--- config.mk ---
export PLATFORM = sky130hd
export DESIGN_NAME = brnch_fetch_redirect_seq_flat
export DESIGN_NICKNAME = d
export VERILOG_FILES = /design/src/rtl/brnch_fetch_redirect_seq_if.sv /design/src/rtl/brnch_fetch_redirect_seq.sv /design/src/flat_wrapper.sv
export SDC_FILE = /design/constraint.sdc
export NUM_CORES = 1
export LEC_CHECK = 0
export CAP_MARGIN = 20
export CORE_AREA = 2 2 136 138
export DETAILED_ROUTE_END_ITERATION = 10
export DIE_AREA = 0 0 138 140
export PLACE_DENSITY = 0.66
export REMOVE_ABC_BUFFERS = 1
export SETUP_SLACK_MARGIN = 0.15
export SYNTH_ARGS = -nofsm -noshare
export SYNTH_HDL_FRONTEND = slang
export SYNTH_SLANG_ARGS = --single-unit
export TNS_END_PERCENT = 10
--- constraint.sdc ---
create_clock -name clk -period 10 [get_ports clk]
set_clock_uncertainty 0.15 [all_clocks]
set_input_delay 2 -clock clk [delete_from_list [all_inputs] [get_ports clk]]
set_output_delay 2 -clock clk [all_outputs]
set_load 0.1 [all_outputs]
--- src/rtl/brnch_fetch_redirect_seq_if.sv ---
// IF-stage fetch/redirect bundle between the ID branch handler and the PC sequencer.
// The master side drives the hazard and prediction inputs; the slave side is the sequencer.
interface brnch_fetch_redirect_seq_if #(
  parameter int CNT_W = 16
);
  logic             load_use_stall;
  logic             branch_hazard_stall;
  logic             brnch_detect_IF;
  logic [15:0]      imm_IF;
  logic             br_prediction;
  logic             flush;
  logic [31:0]      pc_IF;
  logic [4:0]       branch_addr_lw_5b;
  logic             pc_write_en;
  logic             IFID_write_en;
  logic             IFID_flush;
  logic             redirect_active;
  logic [CNT_W-1:0] brnch_resolved_cnt;
  logic [CNT_W-1:0] mispred_cnt;

  modport master (
    output load_use_stall, branch_hazard_stall, brnch_detect_IF, imm_IF,
           br_prediction, flush,
    input  pc_IF, branch_addr_lw_5b, pc_write_en, IFID_write_en, IFID_flush,
           redirect_active, brnch_resolved_cnt, mispred_cnt
  );

  modport slave (
    input  load_use_stall, branch_hazard_stall, brnch_detect_IF, imm_IF,
           br_prediction, flush,
    output pc_IF, branch_addr_lw_5b, pc_write_en, IFID_write_en, IFID_flush,
           redirect_active, brnch_resolved_cnt, mispred_cnt
  );
endinterface

--- src/rtl/brnch_fetch_redirect_seq.sv ---
// IF-stage PC sequencer: follows beq predictions, remembers the alternate path as the
// branch moves to ID, and restores it on mispredict. Also keeps saturating branch stats.
//
// state   | meaning
// S_RUN   | normal fetch
// S_STALL | PC and IF/ID frozen by a load-use or branch operand hazard
// S_REDIR | one-cycle bubble in ID after a mispredict redirect
module brnch_fetch_redirect_seq #(
  parameter logic [31:0] RESET_PC = 32'h0000_0000,
  parameter int          CNT_W    = 16
) (
  input logic                     clk,
  input logic                     rst_n,
  brnch_fetch_redirect_seq_if.slave bus
);

  typedef enum logic [1:0] {
    S_RUN   = 2'd0,
    S_STALL = 2'd1,
    S_REDIR = 2'd2
  } state_t;

  state_t           state_q, state_d;
  logic [31:0]      pc_q, pc_d;
  logic [31:0]      alt_id_q, alt_id_d;
  logic             br_valid_id_q, br_valid_id_d;
  logic [CNT_W-1:0] resolved_cnt_q, resolved_cnt_d;
  logic [CNT_W-1:0] mispred_cnt_q, mispred_cnt_d;

  logic        stall;
  logic        ifid_we;
  logic [31:0] seq_pc;
  logic [31:0] tgt_pc;

  always_comb begin
    stall   = bus.load_use_stall | bus.branch_hazard_stall;
    ifid_we = !stall | bus.flush;
    seq_pc  = pc_q + 32'd4;
    tgt_pc  = seq_pc + {{14{bus.imm_IF[15]}}, bus.imm_IF, 2'b00};

    // A flush overrides any stall in the same cycle.
    pc_d = pc_q;
    if (bus.flush)
      pc_d = alt_id_q;
    else if (!stall)
      pc_d = (bus.brnch_detect_IF && bus.br_prediction) ? tgt_pc : seq_pc;

    alt_id_d      = alt_id_q;
    br_valid_id_d = br_valid_id_q;
    if (bus.flush) begin
      br_valid_id_d = 1'b0;
    end else if (ifid_we) begin
      br_valid_id_d = bus.brnch_detect_IF;
      alt_id_d      = bus.br_prediction ? seq_pc : tgt_pc;
    end

    resolved_cnt_d = resolved_cnt_q;
    if (br_valid_id_q && !bus.branch_hazard_stall && (resolved_cnt_q != {CNT_W{1'b1}}))
      resolved_cnt_d = resolved_cnt_q + CNT_W'(1);

    mispred_cnt_d = mispred_cnt_q;
    if (bus.flush && (mispred_cnt_q != {CNT_W{1'b1}}))
      mispred_cnt_d = mispred_cnt_q + CNT_W'(1);

    // S_REDIR never looks at flush: no valid branch can be in ID during the bubble.
    state_d = state_q;
    case (state_q)
      S_RUN:   if (bus.flush) state_d = S_REDIR; else if (stall) state_d = S_STALL;
      S_STALL: if (bus.flush) state_d = S_REDIR; else if (!stall) state_d = S_RUN;
      S_REDIR: state_d = stall ? S_STALL : S_RUN;
      default: state_d = S_RUN;
    endcase
  end

  always_ff @(posedge clk) begin
    if (!rst_n) begin
      state_q        <= S_RUN;
      pc_q           <= RESET_PC;
      alt_id_q       <= 32'd0;
      br_valid_id_q  <= 1'b0;
      resolved_cnt_q <= '0;
      mispred_cnt_q  <= '0;
    end else begin
      state_q        <= state_d;
      pc_q           <= pc_d;
      alt_id_q       <= alt_id_d;
      br_valid_id_q  <= br_valid_id_d;
      resolved_cnt_q <= resolved_cnt_d;
      mispred_cnt_q  <= mispred_cnt_d;
    end
  end

  assign bus.pc_IF              = pc_q;
  assign bus.branch_addr_lw_5b  = pc_q[6:2];
  assign bus.pc_write_en        = bus.flush | !stall;
  assign bus.IFID_write_en      = ifid_we;
  assign bus.IFID_flush         = bus.flush;
  assign bus.redirect_active    = (state_q == S_REDIR);
  assign bus.brnch_resolved_cnt = resolved_cnt_q;
  assign bus.mispred_cnt        = mispred_cnt_q;

endmodule
--- src/flat_wrapper.sv ---
// flat-port wrapper written by rule: the top's interface ports become plain ports
module brnch_fetch_redirect_seq_flat 
#(
  parameter logic [31:0] RESET_PC = 32'h0000_0000,
  parameter int          CNT_W    = 16
)
  (clk, rst_n, bus_load_use_stall, bus_branch_hazard_stall, bus_brnch_detect_IF, bus_imm_IF, bus_br_prediction, bus_flush, bus_pc_IF, bus_branch_addr_lw_5b, bus_pc_write_en, bus_IFID_write_en, bus_IFID_flush, bus_redirect_active, bus_brnch_resolved_cnt, bus_mispred_cnt);
  brnch_fetch_redirect_seq_if #(.CNT_W(CNT_W)) bus_i ();
  input logic clk;
  input logic rst_n;
  input wire logic [$bits(bus_i.load_use_stall)-1:0] bus_load_use_stall;
  input wire logic [$bits(bus_i.branch_hazard_stall)-1:0] bus_branch_hazard_stall;
  input wire logic [$bits(bus_i.brnch_detect_IF)-1:0] bus_brnch_detect_IF;
  input wire logic [$bits(bus_i.imm_IF)-1:0] bus_imm_IF;
  input wire logic [$bits(bus_i.br_prediction)-1:0] bus_br_prediction;
  input wire logic [$bits(bus_i.flush)-1:0] bus_flush;
  output wire logic [$bits(bus_i.pc_IF)-1:0] bus_pc_IF;
  output wire logic [$bits(bus_i.branch_addr_lw_5b)-1:0] bus_branch_addr_lw_5b;
  output wire logic [$bits(bus_i.pc_write_en)-1:0] bus_pc_write_en;
  output wire logic [$bits(bus_i.IFID_write_en)-1:0] bus_IFID_write_en;
  output wire logic [$bits(bus_i.IFID_flush)-1:0] bus_IFID_flush;
  output wire logic [$bits(bus_i.redirect_active)-1:0] bus_redirect_active;
  output wire logic [$bits(bus_i.brnch_resolved_cnt)-1:0] bus_brnch_resolved_cnt;
  output wire logic [$bits(bus_i.mispred_cnt)-1:0] bus_mispred_cnt;
  assign bus_i.load_use_stall = bus_load_use_stall;
  assign bus_i.branch_hazard_stall = bus_branch_hazard_stall;
  assign bus_i.brnch_detect_IF = bus_brnch_detect_IF;
  assign bus_i.imm_IF = bus_imm_IF;
  assign bus_i.br_prediction = bus_br_prediction;
  assign bus_i.flush = bus_flush;
  assign bus_pc_IF = bus_i.pc_IF;
  assign bus_branch_addr_lw_5b = bus_i.branch_addr_lw_5b;
  assign bus_pc_write_en = bus_i.pc_write_en;
  assign bus_IFID_write_en = bus_i.IFID_write_en;
  assign bus_IFID_flush = bus_i.IFID_flush;
  assign bus_redirect_active = bus_i.redirect_active;
  assign bus_brnch_resolved_cnt = bus_i.brnch_resolved_cnt;
  assign bus_mispred_cnt = bus_i.mispred_cnt;
  brnch_fetch_redirect_seq #(.RESET_PC(RESET_PC), .CNT_W(CNT_W)) u_core (.clk(clk), .rst_n(rst_n), .bus(bus_i));
endmodule
## Word level (Yosys, flattened, before mapping)

Index checks and enable logic that the tools add are counted.

| storage, ports and cells | value |
|---|---|
| input bits | 23 |
| output and inout bits | 73 |
| register bits | 99 |
| word-level logic and storage cells | 41 |

| cells by class | value |
|---|---|
| reduce and logical (&&, ||, !) cells | 10 |
| bitwise gates (word level) | 4 |
| equality and inequality tests | 7 |
| mux-type cells | 10 |
| $add $sub $neg | 4 |

Operators with widths:

| cell | number |
|---|---|
| $mux W32 | 4 |
| $add A16 B1 Y16 const B | 2 |
| $add A32 B3 Y32 const B | 1 |
| $add A32 B32 Y32 | 1 |
| $ne A16 B16 Y1 const B | 2 |
| $mux W2 | 4 |
| $pmux W2 S3 | 1 |
| $logic_and A1 B1 Y1 | 4 |
| $reduce_and A2 Y1 | 2 |
| $ne A3 B2 Y1 const B | 1 |
| $ne A3 B3 Y1 const B | 1 |
| $eq A2 B1 Y1 const B | 1 |
| $eq A2 B2 Y1 const B | 1 |
| $logic_not A1 Y1 | 2 |
| $logic_not A2 Y1 | 1 |
| $ne A2 B2 Y1 const B | 1 |
| $not A1 Y1 | 2 |
| $or A1 B1 Y1 | 2 |
| $reduce_or A2 Y1 | 1 |
| $mux W1 | 1 |

## Depth between registers and ports, before layout

| depth | value |
|---|---|
| depth in word-level cells | 5 |
| depth in mapped cells | 16 |
| depth with buffers taken out | 14 |

## Worst setup path after synthesis

Ideal clock, no wire load.

| timing path | value |
|---|---|
| path type | input-to-output |
| start point | input port bus_flush |
| end point | output port bus_pc_write_en |
| data required time | 7.850 ns |
| stages | 4 |
| path buffers | 2 |
| setup slack | 4.348 ns |
| arrival time | 3.502 ns |
| cells stage by stage | clkbuf_1 nor2_1 inv_1 buf_4 |

| between the ends | value |
|---|---|
| longest elaborated chain between the ends | 1 |

RTL lines:

| element | RTL line | source |
|---|---|---|
| start: declaration | flat_wrapper.sv:16 | `input wire logic [$bits(bus_i.flush)-1:0] bus_flush;` |
| $or A1 B1 Y1 | - |  |
| end: declaration | flat_wrapper.sv:19 | `output wire logic [$bits(bus_i.pc_write_en)-1:0] bus_pc_write_en;` |

No other way between the ends.

## Worst setup path in the final report

| timing path | value |
|---|---|
| start point | input port bus_branch_hazard_stall |
| end point | output port bus_IFID_write_en |

| between the ends | value |
|---|---|
| longest elaborated chain between the ends | 3 |

RTL lines:

| element | RTL line | source |
|---|---|---|
| start: declaration | flat_wrapper.sv:12 | `input wire logic [$bits(bus_i.branch_hazard_stall)-1:0] bus_branch_hazard_stall;` |
| $or A1 B1 Y1 | brnch_fetch_redirect_seq.sv:36 | `stall = bus.load_use_stall \| bus.branch_hazard_stall;` |
| $logic_not A1 Y1 | brnch_fetch_redirect_seq.sv:37 | `ifid_we = !stall \| bus.flush;` |
| $or A1 B1 Y1 | brnch_fetch_redirect_seq.sv:37 |  |
| end: declaration | flat_wrapper.sv:20 | `output wire logic [$bits(bus_i.IFID_write_en)-1:0] bus_IFID_write_en;` |

No other way between the ends.

==> run metrics <==
GR Layer Usage met3 under 10%; Post-route DRC 0; # IOs between 90 and 100; post-synthesis sequential area ratio 29.78%; number of routed nets with antenna violations 0; CP max FO 27; #FFs+latches synth between 90 and 100; Initial DRC Count ~490; worst reg2reg path startpoint u_core.bus.pc_IF[4]; Final setup viols 0; PostCTS Resize Cnt 0; WL final between 15000 and 20000 µm; vias in the first global route 6040; Slew Limit Fails 0; Hold Vio Cnt, Final 0; H-Tree Depth 3; Worst Hold Path Cells 2; Top Usage Layer GRT met2; RSZ-0062 raised after global routing no; die area roughly 19000 µm²; Least-Margin Pin Slew slightly above 1 ns; Hold Path Class reg -> reg; period utilization roughly 66%; vias per cell between 5 and 6; Crit. End Element output port; Lkg Pwr a little over 3 nW; Async S/R FF share, synth 0%; WL per Instance around 17 µm; Crit path arrival time ~4.5 ns; clk slew on worst S/H paths around 0.07 ns; switching power ~0.32 mW; WHS Endpoint u_core.alt_id_q[0]; Post-synth EDFFs 0; switching part of the total 32.22%; Port Buffers 95; total congestion overflow 0; first-pass GRT wire length about 31000 µm; share of layout cells above drive strength 1 under 10%; critical path required time slightly below 8 ns; area grow syn2layout 21.02%; DP Area between 7000 and 8000 µm²; PwrDens around 120 nW/µm²; largest net degree at the start of global routing 60; final setup TNS 0 ns; Final nets slightly below 1000; final antenna diode count 0; Worst-Skew Late Latency roughly 0.36 ns; syn avg cell area a little under 8 µm²; WS Path Type in -> out; top_reg_cell synth dfxtp_1; final instance area around 8100 µm²; TritonCTS clock tree built; vias post-DR roughly 6600; clock root buffer master clkbuf_16; antenna violations before repair 0; Die X 138 µm; routing usage on met1 25.19%; clock sink total between 90 and 100; Reg power frac a little over two fifths; HPWL after detailed placement approximately 13000 µm; library cells used by synthesis 62; hold path start u_core.alt_id_q[0]; Std-Cell Rows 49; Fmax achieved roughly 0.15 GHz; worst reg2reg setup slack roughly 5.5 ns; GRT Total Usage 19.19%; Setup Buffers After CTS 0; Max clock buf depth 2; DR pass1 iterations 6; CTS Buf Count 9; post-layout minimum cycle time 6.611 ns; worst reg-to-reg path cell count 14; reg2reg end u_core.alt_id_q[29]; Critical Path Start Type input port; most frequent cells in the layout dfxtp_1, clkdlybuf4s50_1, nand2_1; max_cap viols 0; most common cell after layout, fill and taps aside dfxtp_1; Starting Density between 30% and 40%; Pint ~0.67 mW; Die Y around 140 µm; met2 track demand over resource 32.57%; gp weighted congestion just over 0.9; Max IR drop VDD between 0.00006 and 0.00007 V; Fillers about 1800; Synth Warn # 0; combinational share of power 20.6%; post-synth design cell area about 6700 µm²; Clk pwr share ~37%; cts hold-fix bufs 0; Max-slew headroom roughly a third; Syn Inst Count around 850; core area between 15000 and 20000 µm²; status complete, no violations
-- registers in the layout (all words and copies together) (netlist names) --
signal / count
u_core.alt_id_q: 32
u_core.state_q: 2
u_core.br_valid_id_q: 1
u_core.bus.mispred_cnt: 16
u_core.bus.pc_IF: 32
u_core.bus.brnch_resolved_cnt: 16
-- power groups by stage --
stage	combinational, mW	sequential, mW	clock, mW
finish	0.203	0.417	0.366
global route	0.220	0.418	0.389
CTS	0.201	0.417	0.374
detailed placement	0.200	0.426	0
global placement	0.199	0.426	0
floorplan	0.101	0.462	0
-- worst max-delay path by stage --
stage                            startpoint                   end  slack, ns
finish              bus_branch_hazard_stall     bus_IFID_write_en       3.39
detailed placement  bus_branch_hazard_stall     bus_IFID_write_en       3.38
global placement    bus_branch_hazard_stall       bus_pc_write_en       3.44
global route        bus_branch_hazard_stall     bus_IFID_write_en       3.30
floorplan           bus_branch_hazard_stall  u_core.bus.pc_IF[26]       3.76
CTS                 bus_branch_hazard_stall     bus_IFID_write_en       3.38
-- area by class of cell --
cell class	instances	area, µm²	area share, %
clock buffers	10	229.0	2.843
multi-input cells	680	4375	54.33
clock inverters	6	70.07	0.8700
flip-flops and latches	99	1982	24.61
inverters	25	93.84	1.165
repair buffers	104	1017	12.63
well taps	229	286.5	3.558
-- worst max-delay path, stage by stage --
cell,delay [ns]
clkdlybuf4s50_1,0.48
nor2_1,0.31
nor2_2,0.05
buf_4,0.26
inv_1,0.18
clkdlybuf4s50_1,1.16
-- cell families (layout without fill, tap and decap cells) --
kind of cell    after synthesis  count (layout)  share of synthesized area [%]
compound gates              246             246                          24.16
xor+xnor                     71              71                          9.344
fa+ha+maj                    40              40                          7.633
buf+inv                      74             145                          4.587
flops                        99              99                          29.78
mux                          14              14                          2.124
simple gates                309             309                          22.37
-- Yosys cell counts, types with 4 or more instances --
master | instances | area share [%]
and2_1 | 8 | 0.75
dfxtp_1 | 99 | 30
nor3_1 | 21 | 1.6
nand2_1 | 85 | 4.8
nand4_1 | 19 | 1.8
ha_1 | 39 | 7.3
a211oi_1 | 9 | 1.0
inv_1 | 24 | 1.4
a222oi_1 | 19 | 2.9
o21bai_1 | 8 | 0.90
o21ai_0 | 63 | 4.7
clkbuf_1 | 36 | 2.0
xnor2_1 | 37 | 4.9
o211a_1 | 6 | 0.90
a221oi_1 | 6 | 0.79
nand2b_1 | 5 | 0.47
xor2_1 | 34 | 4.5
and4_1 | 10 | 1.3
a21oi_1 | 74 | 5.6
o211ai_1 | 10 | 1.1
a31oi_1 | 7 | 0.66
and3_1 | 11 | 1.0
nor2_1 | 81 | 4.6
a311oi_1 | 4 | 0.53
mux2i_1 | 13 | 2.0
buf_4 | 7 | 0.79
a21o_1 | 14 | 1.6
nand3_1 | 36 | 2.7
buf_1 | 5 | 0.28
or3_1 | 19 | 1.8
-- stage by stage --
| stage | hold WS [ns] | power, mW | std cells | setup WS [ns] | utilization (%) |
|---|---|---|---|---|---|
| floorplan | 0.2784 | 0.5630 | 804 | 3.755 | - |
| global placement | 0.2947 | 0.6248 | 1136 | 3.441 | 43.55 |
| detailed placement | 0.2963 | 0.6258 | 1136 | 3.378 | 43.55 |
| CTS | 0.3070 | 0.9921 | 1152 | 3.384 | 45.24 |
| global route | 0.3252 | 1.027 | 1153 | 3.296 | 45.30 |
| finish | 0.3099 | 0.9861 | 1153 | 3.389 | 45.30 |
-- layer usage --
metal | wire length, µm | vias up
met5 | 0 | -
met4 | 267 | 0
met3 | 950 | 16
met2 | 8970 | 196
met1 | 8904 | 3101
li1 | - | 3255
No activity file was read; power rests on OpenSTA's default activity.
